===== config.mk =====
export PLATFORM = sky130hd
export DESIGN_NAME = mem_port_arbiter
export DESIGN_NICKNAME = d
export VERILOG_FILES = /design/src/rtl/mem_port_arbiter.sv
export SDC_FILE = /design/constraint.sdc
export NUM_CORES = 1
export LEC_CHECK = 0
export ABC_CLOCK_PERIOD_IN_PS = 3450
export BUFFER_PORTS_ARGS = -buffer_cell sky130_fd_sc_hd__buf_4
export CAP_MARGIN = 15
export CORE_ASPECT_RATIO = 1.25
export CORE_MARGIN = 2
export CORE_UTILIZATION = 49
export CTS_CLUSTER_SIZE = 20
export DETAILED_ROUTE_END_ITERATION = 16
export PLACE_DENSITY_LB_ADDON = 0.05
export SYNTH_ARGS = -nofsm -noshare
export SYNTH_HDL_FRONTEND = slang
export SYNTH_SLANG_ARGS = --single-unit

===== constraint.sdc =====
create_clock -name clock -period 3.45 [get_ports clock]
set_input_delay 0.5175 -clock clock [delete_from_list [all_inputs] [get_ports clock]]
set_output_delay 0.5175 -clock clock [all_outputs]
set_load 0.03 [all_outputs]

===== src/rtl/mem_port_arbiter.sv =====
// mem_port_arbiter: shares one single-ported, variable-latency memory between
//   instruction fetch (IF) and load/store (DM); DM wins when both are eligible.
// Latency: request seen at t -> mem_req at t+1; mem_ready at t+1+k -> ack at t+2+k.
// Backpressure: requesters hold req until their one-cycle ack (stall_* freeze the
//   pipeline meanwhile); a memory that stays silent for TIMEOUT cycles is aborted.
// Ports: clock/reset; if_* fetch port; dm_* load/store port; mem_* memory port;
//   stall_if/stall_mem pipeline stall requests; timeout_err sticky watchdog flag.
module mem_port_arbiter #(
  parameter int ADDR_W  = 32,
  parameter int DATA_W  = 32,
  parameter int TIMEOUT = 64
) (
  input  logic              clock,
  input  logic              reset,
  input  logic              if_req,
  input  logic [ADDR_W-1:0] if_addr,
  output logic [DATA_W-1:0] if_rdata,
  output logic              if_ack,
  input  logic              dm_req,
  input  logic              dm_we,
  input  logic [ADDR_W-1:0] dm_addr,
  input  logic [DATA_W-1:0] dm_wdata,
  output logic [DATA_W-1:0] dm_rdata,
  output logic              dm_ack,
  output logic              mem_req,
  output logic              mem_we,
  output logic [ADDR_W-1:0] mem_addr,
  output logic [DATA_W-1:0] mem_wdata,
  input  logic [DATA_W-1:0] mem_rdata,
  input  logic              mem_ready,
  output logic              stall_if,
  output logic              stall_mem,
  output logic              timeout_err
);

  localparam int CNT_W = $clog2(TIMEOUT) + 1;
  localparam logic [CNT_W-1:0] CNT_LAST = CNT_W'(TIMEOUT - 1);

  typedef enum logic [1:0] {
    IDLE    = 2'd0,
    BUSY_IF = 2'd1,
    BUSY_DM = 2'd2
  } state_t;

  state_t            state_q, state_d;
  logic              mem_req_q, mem_req_d;
  logic              mem_we_q, mem_we_d;
  logic [ADDR_W-1:0] mem_addr_q, mem_addr_d;
  logic [DATA_W-1:0] mem_wdata_q, mem_wdata_d;
  logic [DATA_W-1:0] if_rdata_q, if_rdata_d;
  logic [DATA_W-1:0] dm_rdata_q, dm_rdata_d;
  logic              if_ack_q, if_ack_d;
  logic              dm_ack_q, dm_ack_d;
  logic              timeout_err_q, timeout_err_d;
  logic [CNT_W-1:0]  wait_cnt_q, wait_cnt_d;

  logic dm_elig;
  logic if_elig;
  logic finish;

  always_comb begin
    state_d       = state_q;
    mem_req_d     = mem_req_q;
    mem_we_d      = mem_we_q;
    mem_addr_d    = mem_addr_q;
    mem_wdata_d   = mem_wdata_q;
    if_rdata_d    = if_rdata_q;
    dm_rdata_d    = dm_rdata_q;
    if_ack_d      = 1'b0;
    dm_ack_d      = 1'b0;
    timeout_err_d = timeout_err_q;
    wait_cnt_d    = wait_cnt_q;
    finish        = 1'b0;

    // A requester still showing req in its own ack cycle is finishing, not
    // asking again; masking it there lets the other side in without a bubble.
    dm_elig = dm_req & ~dm_ack_q;
    if_elig = if_req & ~if_ack_q;

    case (state_q)
      IDLE: begin
        if (dm_elig) begin
          state_d     = BUSY_DM;
          mem_req_d   = 1'b1;
          mem_we_d    = dm_we;
          mem_addr_d  = dm_addr;
          mem_wdata_d = dm_wdata;
        end else if (if_elig) begin
          state_d     = BUSY_IF;
          mem_req_d   = 1'b1;
          mem_we_d    = 1'b0;
          mem_addr_d  = if_addr;
          mem_wdata_d = '0;
        end
      end

      BUSY_IF, BUSY_DM: begin
        if (mem_ready) begin
          finish = 1'b1;
          if (state_q == BUSY_IF) begin
            if_rdata_d = mem_rdata;
          end else if (!mem_we_q) begin
            dm_rdata_d = mem_rdata;
          end
        end else if (wait_cnt_q >= CNT_LAST) begin
          // Watchdog abort: complete the access with zero read data so the
          // pipeline can move on, and remember that it happened.
          finish        = 1'b1;
          timeout_err_d = 1'b1;
          if (state_q == BUSY_IF) begin
            if_rdata_d = '0;
          end else if (!mem_we_q) begin
            dm_rdata_d = '0;
          end
        end else begin
          wait_cnt_d = wait_cnt_q + CNT_W'(1);
        end

        if (finish) begin
          state_d    = IDLE;
          mem_req_d  = 1'b0;
          wait_cnt_d = '0;
          if_ack_d   = (state_q == BUSY_IF);
          dm_ack_d   = (state_q == BUSY_DM);
        end
      end

      default: begin
        state_d    = IDLE;
        mem_req_d  = 1'b0;
        wait_cnt_d = '0;
      end
    endcase
  end

  always_ff @(posedge clock) begin
    if (reset) begin
      state_q       <= IDLE;
      mem_req_q     <= 1'b0;
      mem_we_q      <= 1'b0;
      mem_addr_q    <= '0;
      mem_wdata_q   <= '0;
      if_rdata_q    <= '0;
      dm_rdata_q    <= '0;
      if_ack_q      <= 1'b0;
      dm_ack_q      <= 1'b0;
      timeout_err_q <= 1'b0;
      wait_cnt_q    <= '0;
    end else begin
      state_q       <= state_d;
      mem_req_q     <= mem_req_d;
      mem_we_q      <= mem_we_d;
      mem_addr_q    <= mem_addr_d;
      mem_wdata_q   <= mem_wdata_d;
      if_rdata_q    <= if_rdata_d;
      dm_rdata_q    <= dm_rdata_d;
      if_ack_q      <= if_ack_d;
      dm_ack_q      <= dm_ack_d;
      timeout_err_q <= timeout_err_d;
      wait_cnt_q    <= wait_cnt_d;
    end
  end

  assign mem_req     = mem_req_q;
  assign mem_we      = mem_we_q;
  assign mem_addr    = mem_addr_q;
  assign mem_wdata   = mem_wdata_q;
  assign if_rdata    = if_rdata_q;
  assign dm_rdata    = dm_rdata_q;
  assign if_ack      = if_ack_q;
  assign dm_ack      = dm_ack_q;
  assign timeout_err = timeout_err_q;

  assign stall_if  = if_req & ~if_ack_q;
  assign stall_mem = dm_req & ~dm_ack_q;

endmodule


# Word level (Yosys, flattened, before mapping)
# Cells that the tools add are included.
[totals]
inputBits = 134
regBits = 142
output_inout_bits = 135
elab_cells = 71
[classes]
addsub = 1
muxes = 31
n_eq_ne = 6
n_lt_le_gt_ge = 1
bitwise_logic = 10
reduce_logical = 11
[ops]
columns = ["op", "n"]
rows = [
  ["$mux 32", 14],
  ["$mux 7", 3],
  ["$pmux 7 s2", 1],
  ["$ne 3x3->1 const B", 3],
  ["$reduce_and 3->1", 3],
  ["$mux 1", 8],
  ["$not 1->1", 8],
  ["$add 7x1->7 const B", 1],
  ["$ge 7x6->1 const B", 1],
  ["$mux 2", 3],
  ["$pmux 2 s2", 1],
  ["$reduce_and 2->1", 2],
  ["$reduce_and 4->1", 1],
  ["$reduce_bool 2->1", 2],
  ["$reduce_or 3->1", 1],
  ["$and 1x1->1", 2],
  ["$eq 2x1->1 const B", 1],
  ["$eq 2x2->1 const B", 1],
  ["$logic_not 2->1", 1],
  ["$ne 2x2->1 const B", 1],
  ["$pmux 1 s2", 1],
  ["$reduce_or 2->1", 1],
]

# Logic depth before layout (Yosys ltp)
[depth]
ltp_word = 6
depth_mapped = 8
ltp_nobuf = 6

# Worst setup path after synthesis
# Ideal clock, no wire load.
[synth_path]
path_type = "register to register"
start = "reg state_q[0]"
end = "reg dm_rdata_q[21], in the netlist dm_rdata[21]"
t_required_ns = 3.318
path_slack_ns = 1.779
period_less_slack_ns = 1.671
setup_time_ns = 0.132
n_path_buf = 1
path_stages_with_launch = 7
t_arrival_ns = 1.538
path_cell_list = "dfxtp_1 inv_1 ha_1 or3b_4 clkbuf_1 o21ai_0 a21oi_1"
[synth_between]
elab_chain_cells = 3
elab_cells_between_ends = 5
cone_classes = "eq/ne (2); bitwise (1); reduce/logical (2)"
[synth_lines]
columns = ["item", "line", "text"]
rows = [
  ["start, declared", "45", "state_t state_q, state_d;"],
  ["start signal, assigned", "150", "state_q <= state_d;"],
  ["$eq 2x1->1 or $eq 2x2->1 (tied branches)", "80, 100, 110", ""],
  ["$reduce_or 2->1 or $not 1->1 (tied branches)", "n/a", ""],
  ["$reduce_and 4->1 (no line) *", "n/a", ""],
  ["end signal, assigned", "156", "dm_rdata_q <= dm_rdata_d;"],
  ["end, declared", "51", "logic [DATA_W-1:0] dm_rdata_q, dm_rdata_d;"],
]
# Every way passes the cells marked *; elsewhere a longest branch is shown, timed or not.
# A chain may end at the register's enable or synchronous reset.

# Final worst setup path
[layout_path]
start = "reg state_q[1]"
end = "reg dm_rdata_q[15], in the netlist dm_rdata[15]"
# Same word-level chain as after synthesis.

==> results.json <==
{
  "postSynthAreaPerCell_um2": 9.08,
  "drt_iter0_drc": 278,
  "cts_inserted_buffers": 17,
  "cts_setup_buffers": 0,
  "synth.yosys.seq_area_share_pct": 51.9,
  "cts_tree": "yes",
  "finalClockSkew_ps": 21.2,
  "clkSinkCount": 142,
  "die_w_um": 98.5,
  "startpoint_type": "flip-flop",
  "setup_violations": 0,
  "comb_power_share_pct": 22.5,
  "design_area_um2": 8030,
  "pwr-share-clk_pct": 37.5,
  "period_needed_ps": 2380,
  "hold_buffers": 0,
  "rsz0062_at_grt": "no",
  "p_per_area_nw_per_um2": 577,
  "p_leak_nw": 3.59,
  "first_pass_iters": 5,
  "syn_inst": 603,
  "p_seq_share_pct": 40.0,
  "min_path_type": "primary input to flip-flop",
  "rows": 43,
  "period_share_pct": 69.0,
  "ctsLongestPathBuffers": 2,
  "grtUsageTotal_pct": 24.7,
  "fmax_mhz": 420,
  "critical_path_arrival_ps": 2720,
  "cts_max_level": 4,
  "netlist_area_um2": 5470,
  "synth.distinct_cells": 38,
  "critical_path.startpoint": "state_q[1]$_SDFFE_PP0P_",
  "n_antenna_cell": 0,
  "cp_slowest_cell": "nor2_4",
  "viasPerCell": 5.34,
  "max_cap_violations": 0,
  "grt_overflow_total": 0,
  "nets": 985,
  "slew_violations": 0,
  "dp.cells": 963,
  "p_int_mw": 3.24,
  "worstMarginPinSlew_ps": 875,
  "dieArea_um2": 12000,
  "hold_depth": 3,
  "rr_worst_depth": 6,
  "power_mw": 4.63,
  "portBuffers": 268,
  "yosys_warnings": 0,
  "sw_frac_of_total_pct": 30.0,
  "multi_input_area_um2": 2320,
  "groute.layer.met2.usage_pct": 43.9,
  "vias": 5309,
  "initial_core_util_pct": 49.9,
  "drive_gt1_share_pct": 37.4,
  "slew-limit-headroom_pct": 41.7,
  "drc": 0,
  "instances_no_fill": 995,
  "rrSetupSlack_ps": 1070,
  "dpl_cell_area_um2": 7460,
  "ant_nets": 0,
  "routed_wl_mm": 15.4,
  "end_kind": "flip-flop",
  "crit_chain": "inv_1 -> ha_1 -> or3b_4 -> nor2_4 -> nand2_1 -> a21oi_1",
  "fp.dieH_um": 122,
  "cp_max_fo": 33,
  "nFillCells": 860,
  "area_delta_synth_final_pct": 46.7,
  "hold_slack_ps": 335,
  "required_ps": 3790,
  "r2r_end": "dm_rdata[15]$_SDFFE_PP0P_",
  "antenna_found_initial": 0,
  "r2r-start": "state_q[1]$_SDFFE_PP0P_",
  "use_met1_pct": 27.6,
  "cts_resized": 0,
  "core-area_um2": 11000,
  "ys_seq_elements": 142,
  "critPathCapture": "dm_rdata[15]$_SDFFE_PP0P_",
  "busiest_layer": "met2",
  "wl_per_cell_um": 15.4,
  "gp_congestion": 0.774,
  "critPathKind": "flip-flop to flip-flop",
  "cts.reportedPaths.clkPinSlew_ps": 60,
  "regArea_um2": 2840,
  "fin_setup_tns_ps": 0,
  "ir_drop_v": 0.000465,
  "p_switching_mw": 1.39,
  "status": "finished clean",
  "clk_latency_ps": 420,
  "final_common_cell": "buf_4",
  "gr-usage-met3_pct": 6.94,
  "hold_viol_final": 0,
  "syn_nets": 741,
  "grt_pass1_vias": 5078,
  "pin_count": 269,
  "hpwl_mm": 11.1,
  "clock_tree.root_cell": "clkbuf_16",
  "grt_max_degree": 85,
  "layout_common_cells": "buf_4 (277), dfxtp_1 (142), nor2_1 (72), a21oi_1 (67), nand2_1 (64)",
  "slowest_delay_ps": 620,
  "grt_pass1_wl_mm": 23.9
}
==> logic make-up after synthesis <==
logic type	after synthesis	synth area share, %
multiplexers	34	6.22
AO/OA/AOI/OAI	207	22.5
AND/OR/NAND/NOR	151	11.9
buffers and inverters	61	5.92
flip-flops	142	51.9
adder cells (fa/ha/maj)	4	0.915
XOR/XNOR	4	0.640
==> worst max-delay path, delay by kind of cell, from the launching register on <==
| family | cells | cell delay (ps) |
|---|---|---|
| adder cells (fa/ha/maj) | 1 | 350 |
| AND/OR/NAND/NOR | 3 | 1330 |
| AO/OA/AOI/OAI | 1 | 160 |
| flip-flops | 1 | 360 |
| buffers and inverters | 1 | 90 |
==> how the worst min path moves through the flow <==
stage	slack, ps	start	endpoint
after detailed placement	450	mem_req$_SDFFE_PP0P_	mem_req$_SDFFE_PP0P_
after CTS	330	dm_wdata[3]	mem_wdata[3]$_SDFFE_PP0P_
final	330	dm_wdata[10]	mem_wdata[10]$_SDFFE_PP0P_
after global routing	340	dm_wdata[29]	mem_wdata[29]$_SDFFE_PP0P_
after floorplan	460	wait_cnt_q[5]$_SDFFE_PP0P_	wait_cnt_q[5]$_SDFFE_PP0P_
after global placement	440	mem_req$_SDFFE_PP0P_	mem_req$_SDFFE_PP0P_
==> state kept, by name, indices dropped and copies added, names as in the netlist <==
| register | flops |
|---|---|
| state_q | 2 |
| mem_addr | 32 |
| mem_req | 1 |
| mem_we | 1 |
| timeout_err | 1 |
| mem_wdata | 32 |
| dm_ack | 1 |
| wait_cnt_q | 7 |
| if_ack | 1 |
| if_rdata | 32 |
| dm_rdata | 32 |
==> through the flow <==
step	worst slack (ps)	utilization, %
after detailed placement	1130	68.0
after global placement	1250	68.0
final	1070	73.2
after global routing	860	73.2
after floorplan	1780	-
after CTS	1100	73.2
==> power groups by stage <==
| stage | sequential, mW | combinational, mW | clock, mW |
|---|---|---|---|
| finish | 1.85 | 1.04 | 1.74 |
| global route | 1.86 | 1.13 | 1.84 |
| CTS | 1.85 | 1.05 | 1.76 |
| detailed placement | 1.88 | 1.05 | 0 |
| global placement | 1.88 | 1.03 | 0 |
| floorplan | 2.12 | 0.402 | 0 |
==> synthesized netlist by cell type <==
cell type	number	area [um2]
a21oi_2	1	8.76
nor2b_1	2	12.5
xnor2_1	2	17.5
nor4_2	1	12.5
a31oi_1	2	12.5
a22oi_1	33	248
mux2i_1	34	340
nand4_2	1	12.5
nor2b_4	1	13.8
dfxtp_1	142	2840
and2_1	1	6.26
nor3_1	1	5.00
o211a_1	1	10.0
ha_1	4	50.1
nor4b_4	1	23.8
xor2_1	2	17.5
nand3_1	1	5.00
clkbuf_1	24	90.1
inv_1	8	30.0
a21o_1	1	7.51
or3b_4	1	11.3
o21ai_0	28	140
nor2_1	73	274
nand2b_1	1	6.26
buf_6	8	90.1
buf_4	4	30.0
buf_1	1	3.75
o2111ai_2	1	15.0
a21oi_1	67	335
o21ai_1	38	190
buf_2	16	80.1
or3_1	1	6.26
o21a_1	1	7.51
nor2_4	1	11.3
o21ai_2	1	8.76
and4_1	1	8.76
nand2_1	64	240
a211oi_1	33	248
==> final cells by class <==
type,instances,area share (%)
Clock buffer,22,6.03
Clock inverter,10,1.09
Inverter,8,0.374
Multi-Input combinational cell,400,28.9
Sequential cell,142,35.4
Tap cell,135,2.10
Timing Repair Buffer,278,26.1
==> routing by layer <==
layer  vias up  wire (um)
li1       2588          -
met1      2474       5730
met2       229       8090
met3        18       1230
met4         0        314
met5         -          0
Power figures use the tool's default switching activity.
